===== src/rtl/rll_key_pkg.sv =====
// Shared types and sizing helpers for the RLL key loader.
package rll_key_pkg;

    typedef enum logic [2:0] {
        IDLE,
        FETCH,
        CHECK,
        DONE,
        ERROR
    } state_t;

    localparam int unsigned KEY_BITS_DEF = 32;
    localparam int unsigned WORD_W_DEF   = 8;
    localparam int unsigned NUM_WORDS    = KEY_BITS_DEF / WORD_W_DEF;
    // The checksum is one key-store word wide.
    localparam int unsigned CSUM_W       = WORD_W_DEF;

    // Address must reach NUM_WORDS, the checksum slot.
    function automatic int unsigned addr_width(input int unsigned num_words);
        return (num_words == 0) ? 1 : $clog2(num_words + 1);
    endfunction

endpackage


===== src/rtl/rll_key_word_fetch.sv =====
// Key-store fetch datapath: request/address, timeout, word capture and XOR checksum.
module rll_key_word_fetch
    import rll_key_pkg::*;
#(
    parameter  int unsigned KEY_BITS = 32,
    parameter  int unsigned WORD_W   = 8,
    parameter  int unsigned TIMEOUT  = 16,
    localparam int unsigned NW       = KEY_BITS / WORD_W,
    localparam int unsigned AW       = addr_width(NW)
) (
    input  logic                clk,
    input  logic                rst,
    input  logic                clear_i,
    input  logic                fetch_i,
    input  logic                mem_valid_i,
    input  logic [WORD_W-1:0]   mem_data_i,
    output logic                mem_req_o,
    output logic [AW-1:0]       mem_addr_o,
    output logic [KEY_BITS-1:0] shadow_o,
    output logic                word_done_o,
    output logic                last_word_o,
    output logic                timeout_o,
    output logic                match_o
);

    localparam int unsigned    TW        = $clog2(TIMEOUT + 1);
    localparam logic [AW-1:0]  LAST_ADDR = AW'(NW);

    logic [AW-1:0]       addr_q, addr_d;
    logic [TW-1:0]       tcnt_q, tcnt_d;
    logic [KEY_BITS-1:0] shadow_q, shadow_d;
    logic [WORD_W-1:0]   acc_q, acc_d;
    logic [WORD_W-1:0]   csum_q, csum_d;
    logic                accept;

    assign accept      = fetch_i & mem_valid_i;
    assign mem_req_o   = fetch_i;
    assign mem_addr_o  = fetch_i ? addr_q : '0;
    assign shadow_o    = shadow_q;
    assign word_done_o = accept;
    // Level: the word currently on offer is the checksum slot.
    assign last_word_o = (addr_q == LAST_ADDR);
    assign timeout_o   = fetch_i & ~mem_valid_i & (tcnt_q == TW'(TIMEOUT - 1));
    assign match_o     = (acc_q == csum_q);

    // Next-state for address, timeout counter, shadow key, accumulator and checksum.
    always_comb begin
        addr_d   = addr_q;
        tcnt_d   = tcnt_q;
        shadow_d = shadow_q;
        acc_d    = acc_q;
        csum_d   = csum_q;
        if (clear_i) begin
            addr_d   = '0;
            tcnt_d   = '0;
            shadow_d = '0;
            acc_d    = '0;
            csum_d   = '0;
        end else if (accept) begin
            tcnt_d = '0;
            if (last_word_o) begin
                csum_d = mem_data_i;
            end else begin
                for (int unsigned i = 0; i < NW; i++) begin
                    if (addr_q == AW'(i)) begin
                        shadow_d[i*WORD_W +: WORD_W] = mem_data_i;
                    end
                end
                acc_d  = acc_q ^ mem_data_i;
                addr_d = addr_q + AW'(1);
            end
        end else if (fetch_i) begin
            tcnt_d = tcnt_q + TW'(1);
        end else begin
            tcnt_d = '0;
        end
    end

    // Datapath registers with synchronous reset.
    always_ff @(posedge clk) begin
        if (rst) begin
            addr_q   <= '0;
            tcnt_q   <= '0;
            shadow_q <= '0;
            acc_q    <= '0;
            csum_q   <= '0;
        end else begin
            addr_q   <= addr_d;
            tcnt_q   <= tcnt_d;
            shadow_q <= shadow_d;
            acc_q    <= acc_d;
            csum_q   <= csum_d;
        end
    end

endmodule


===== src/rtl/rll_key_loader.sv =====
// Loads, verifies and applies the unlock key of an RLL-locked core; gates its outputs until then.
module rll_key_loader
    import rll_key_pkg::*;
#(
    parameter  int unsigned KEY_BITS  = 32,
    parameter  int unsigned WORD_W    = 8,
    parameter  int unsigned TIMEOUT   = 16,
    parameter  int unsigned MAX_RETRY = 2,
    localparam int unsigned NW        = KEY_BITS / WORD_W,
    localparam int unsigned AW        = addr_width(NW)
) (
    input  logic                clk,
    input  logic                rst,
    input  logic                start,
    output logic                mem_req,
    output logic [AW-1:0]       mem_addr,
    input  logic                mem_valid,
    input  logic [WORD_W-1:0]   mem_data,
    output logic [KEY_BITS-1:0] key_out,
    output logic                key_valid,
    output logic                out_en,
    output logic                busy,
    output logic                err
);

    localparam int unsigned RW = (MAX_RETRY < 1) ? 1 : $clog2(MAX_RETRY + 1);

    state_t              state_q, state_d;
    logic [RW-1:0]       retry_q, retry_d;
    logic [KEY_BITS-1:0] key_q, key_d;
    logic                kv_q, kv_d;
    logic                err_q, err_d;
    logic                clear, fail;
    logic [KEY_BITS-1:0] shadow;
    logic                word_done, last_word, timeout, match;

    rll_key_word_fetch #(
        .KEY_BITS (KEY_BITS),
        .WORD_W   (WORD_W),
        .TIMEOUT  (TIMEOUT)
    ) u_fetch (
        .clk         (clk),
        .rst         (rst),
        .clear_i     (clear),
        .fetch_i     (state_q == FETCH),
        .mem_valid_i (mem_valid),
        .mem_data_i  (mem_data),
        .mem_req_o   (mem_req),
        .mem_addr_o  (mem_addr),
        .shadow_o    (shadow),
        .word_done_o (word_done),
        .last_word_o (last_word),
        .timeout_o   (timeout),
        .match_o     (match)
    );

    assign key_out   = key_q;
    assign key_valid = kv_q;
    assign out_en    = kv_q;
    assign err       = err_q;
    assign busy      = (state_q == FETCH) || (state_q == CHECK);

    // Sequencing FSM: next state, retry count, committed key and status flags.
    always_comb begin
        state_d = state_q;
        retry_d = retry_q;
        key_d   = key_q;
        kv_d    = kv_q;
        err_d   = err_q;
        clear   = 1'b0;
        fail    = 1'b0;
        case (state_q)
            IDLE: begin
                if (start) begin
                    state_d = FETCH;
                    retry_d = '0;
                    clear   = 1'b1;
                end
            end
            FETCH: begin
                if (word_done && last_word) begin
                    state_d = CHECK;
                end else if (timeout) begin
                    fail = 1'b1;
                end
            end
            CHECK: begin
                if (match) begin
                    key_d   = shadow;
                    kv_d    = 1'b1;
                    state_d = DONE;
                end else begin
                    fail = 1'b1;
                end
            end
            DONE: begin
                if (start) begin
                    key_d   = '0;
                    kv_d    = 1'b0;
                    retry_d = '0;
                    clear   = 1'b1;
                    state_d = FETCH;
                end
            end
            ERROR: begin
                if (start) begin
                    err_d   = 1'b0;
                    retry_d = '0;
                    clear   = 1'b1;
                    state_d = FETCH;
                end
            end
            default: state_d = IDLE;
        endcase
        // Timeout and checksum mismatch share one retry path.
        if (fail) begin
            if (retry_q < RW'(MAX_RETRY)) begin
                retry_d = retry_q + RW'(1);
                clear   = 1'b1;
                state_d = FETCH;
            end else begin
                state_d = ERROR;
                err_d   = 1'b1;
                key_d   = '0;
                kv_d    = 1'b0;
            end
        end
    end

    // State and output registers with synchronous reset.
    always_ff @(posedge clk) begin
        if (rst) begin
            state_q <= IDLE;
            retry_q <= '0;
            key_q   <= '0;
            kv_q    <= 1'b0;
            err_q   <= 1'b0;
        end else begin
            state_q <= state_d;
            retry_q <= retry_d;
            key_q   <= key_d;
            kv_q    <= kv_d;
            err_q   <= err_d;
        end
    end

endmodule


===== config.mk =====
export PLATFORM = sky130hd
export DESIGN_NAME = rll_key_loader
export DESIGN_NICKNAME = d
export VERILOG_FILES = /design/src/rtl/rll_key_pkg.sv /design/src/rtl/rll_key_word_fetch.sv /design/src/rtl/rll_key_loader.sv
export SDC_FILE = /design/constraint.sdc
export NUM_CORES = 1
export LEC_CHECK = 0
export BUFFER_PORTS_ARGS = -buffer_cell sky130_fd_sc_hd__buf_4
export CORE_UTILIZATION = 50
export CTS_BUF_LIST = sky130_fd_sc_hd__clkbuf_16
export DETAILED_ROUTE_END_ITERATION = 8
export PLACE_DENSITY_LB_ADDON = 0.2
export SLEW_MARGIN = 0
export SYNTH_ARGS = -nofsm -noshare
export SYNTH_HDL_FRONTEND = slang
export SYNTH_SLANG_ARGS = --single-unit

===== constraint.sdc =====
create_clock -name clk -period 2.6 [get_ports clk]
set_input_delay 0.39 -clock clk [delete_from_list [all_inputs] [get_ports clk]]
set_output_delay 0.39 -clock clk [all_outputs]
set_load 0.01 [all_outputs]

==> metrics <==
htree depth 3; Reg-to-Reg End u_fetch.shadow_o[5]; placed cell areas 0.00425 mm²; Psw 0.665 mW; combinational cell fraction of total power 4.7%; sequential cell area fraction in the yosys report 49.4%; Skew-Pair Late Insertion Delay 0.34 ns; IO Pins 52; Worst R2R Start state_q[0]; hold crit path type in2reg; dpl hpwl 5460 µm; skew final 0.00771 ns; Setup Buffers After CTS 0; YS warnings 0; Starting Density 52.5%; internal power 2.35 mW; Max Cap Viol 0; switch share 22.0%; cts bufs inserted 9; Req. time, crit path 2.81 ns; critical path fanouts, max 25; Post-synth EDFFs 0; fmax 458 MHz; Main synth FF type dfxtp_1; Critical Path, Cell by Cell or4b_1 > or3_4 > o311ai_4 > buf_4 > a21oi_1; Post-Place Setup Slack 0.397 ns; worst r2r path cells 5; Overflow after GRT 0; unrepaired setup endpoints after global routing false; Avg Inst Size Synth 8.65 µm²; number of global-route vias before repair 2923; cells after synthesis 445; critical path class reg2reg; Worst setup EP type register; Pins Over Slew Limit 0; Mapped Area 0.00385 mm²; CTS tree yes; Via density 5.31; Final setup viols 0; DRC Markers 0; layout net count 503; CTS hold repair buffers 0; TritonCTS Sinks 95; Critical-path top delay cell or4b_1; drt pass-1 iters 4; core area 0.00733 mm²; Worst Max-Slew Pin Slew 0.570 ns; post-route insts no fill 588; Synth cell types 37; initial antenna violation count 0; placed cell count 572; hold path cells 2; via count 3124; Endpoint, Worst Hold state_q[1]; first-pass GRT wire length 13900 µm; I/O Buffers 51; number of placement rows 31; setup slack after layout 0.418 ns; async set-or-reset flop fraction in the synthesized netlist 0%; CP max stage delay 0.63 ns; total power draw 3.02 mW; min-delay src rst; P_leak 1.73 nW; final core occ 62.3%; diode count 0; RD Place Congestion 0.784; aggregate global-route resource usage 21.4%; R2R setup slack 0.42 ns; max_slew headroom 61.9%; Final Routed Wirelength 8300 µm; DIE AREA 0.00805 mm²; Crit path max-delay family simple AND/OR/NAND/NOR gates; clk root buf clkbuf_16; period utilization 83.9%; filler instances 670; status completed; largest net degree at the start of global routing 35; Final Hold Viols 0; DIE HEIGHT 89.7 µm; Arr. time, crit path 2.39 ns; clock buffer depth 2; minimum clock period 2.18 ns; Final ANT Viol Nets 0; share of power burned in the clock network 46.5%; Yosys reg bits 95; Die Wd 89.7 µm; Flop pwr share 48.8%; layout cells sized above 1 18.2%; final instance area 0.00457 mm²; Min Hold Slack 0.293 ns; setup tns final 0 ns; crit path buf inv count 1; CP startpoint kind register; Area growth syn-to-layout 18.7%; sequential cell area 0.00190 mm²; syn_nets 464; # resized after CTS 0; Routed wire per std cell 14.1 µm; Power Dens Cells 660 mW/mm²; number of DRC markers in iteration 0 232; Clk pin slew, worst setup/hold paths 0.07 ns; Max VDD drop 393 µV; area of the multi-input gates 0.00175 mm²
## cells in the mapped netlist (7+ instances only)
library cell  instances  area, µm²
nand2_1              73        274
mux2i_1              17        170
a21oi_2              11       96.3
dfxtp_1              95       1900
xor2_1               17        149
nor2_1               40        150
inv_1                 8       30.0
clkbuf_1             16       60.1
ha_1                  7       87.6
buf_2                 7       35.0
a21oi_1              52        260
nand3_1              61        305
## worst max-delay path by stage
stage                     startpoint              endpoint  slack [ns]  cells after the start
after global routing      state_q[0]     u_fetch.csum_q[4]        0.31                      5
after detailed placement   mem_valid     u_fetch.csum_q[4]        0.40                      6
after floorplan           state_q[2]  u_fetch.shadow_o[12]        0.67                      8
final                     state_q[0]   u_fetch.shadow_o[5]        0.42                      5
after global placement     mem_valid     u_fetch.tcnt_q[2]        0.43                      6
after CTS                 state_q[0]   u_fetch.shadow_o[5]        0.42                      5
## worst register-to-register path, cell delays in order, from the launching register on
cell	delay [ns]
dfxtp_1	0.48
or4b_1	0.63
or3_4	0.40
o311ai_4	0.08
buf_4	0.36
a21oi_1	0.11
## cells in the final DEF (no fill, tap or decap), types with 3 or more instances in the layout
cell type  instances
dfxtp_1           95
buf_4             59
a21oi_2           11
inv_1              8
a21oi_1           52
clkbuf_16          9
mux2i_1           17
nand2_1           73
nor4_1             3
ha_1               7
nor3_1             6
nand3_1           61
nor2_1            40
xor2_1            17
## cells by family (layout without fill, tap and decap cells)
kind of cell	Yosys count	after routing	share of synthesized area, %
DFF	95	95	49.4
and+or+nand+nor	194	194	22.5
muxes	17	17	4.42
adders and majority gates	7	7	2.28
buffers and inverters	39	83	5.20
xor gates and xnor gates	19	19	4.32
AOI/OAI and AO/OA	74	74	11.8
## power groups by stage
stage,registers (mW),clock network (mW),logic [mW]
3_5_place_dp,1.51,0,0.140
6_report,1.47,1.40,0.142
5_1_grt,1.47,1.48,0.157
3_3_place_gp,1.51,0,0.138
2_1_floorplan,1.50,0,0.0984
4_1_cts,1.47,1.42,0.141
## flip-flops by register name, indices dropped and copies added, names as in the netlist
register / cells
key_out: 32
err: 1
key_valid: 1
u_fetch.csum_q: 8
u_fetch.shadow_o: 32
u_fetch.addr_q: 3
retry_q: 2
u_fetch.tcnt_q: 5
state_q: 3
u_fetch.acc_q: 8
## final cells by class
cell class	count	area share (%)
Sequential cell	95	41.6
Multi-Input combinational cell	311	38.3
Timing Repair Buffer	59	9.70
Clock buffer	9	4.93
Tap cell	99	2.71
Clock inverter	7	2.05
Inverter	8	0.657
## per-layer routing
layer / up-vias / wire length, µm / track usage, %
li1: 1585 / - / -
met1: 1447 / 3700 / 27.3
met2: 77 / 4060 / 35.6
met3: 15 / 372 / 3.21
met4: 0 / 174 / 9.84
met5: - / 0 / 0
Note: power is estimated with default switching activity, not from simulation.
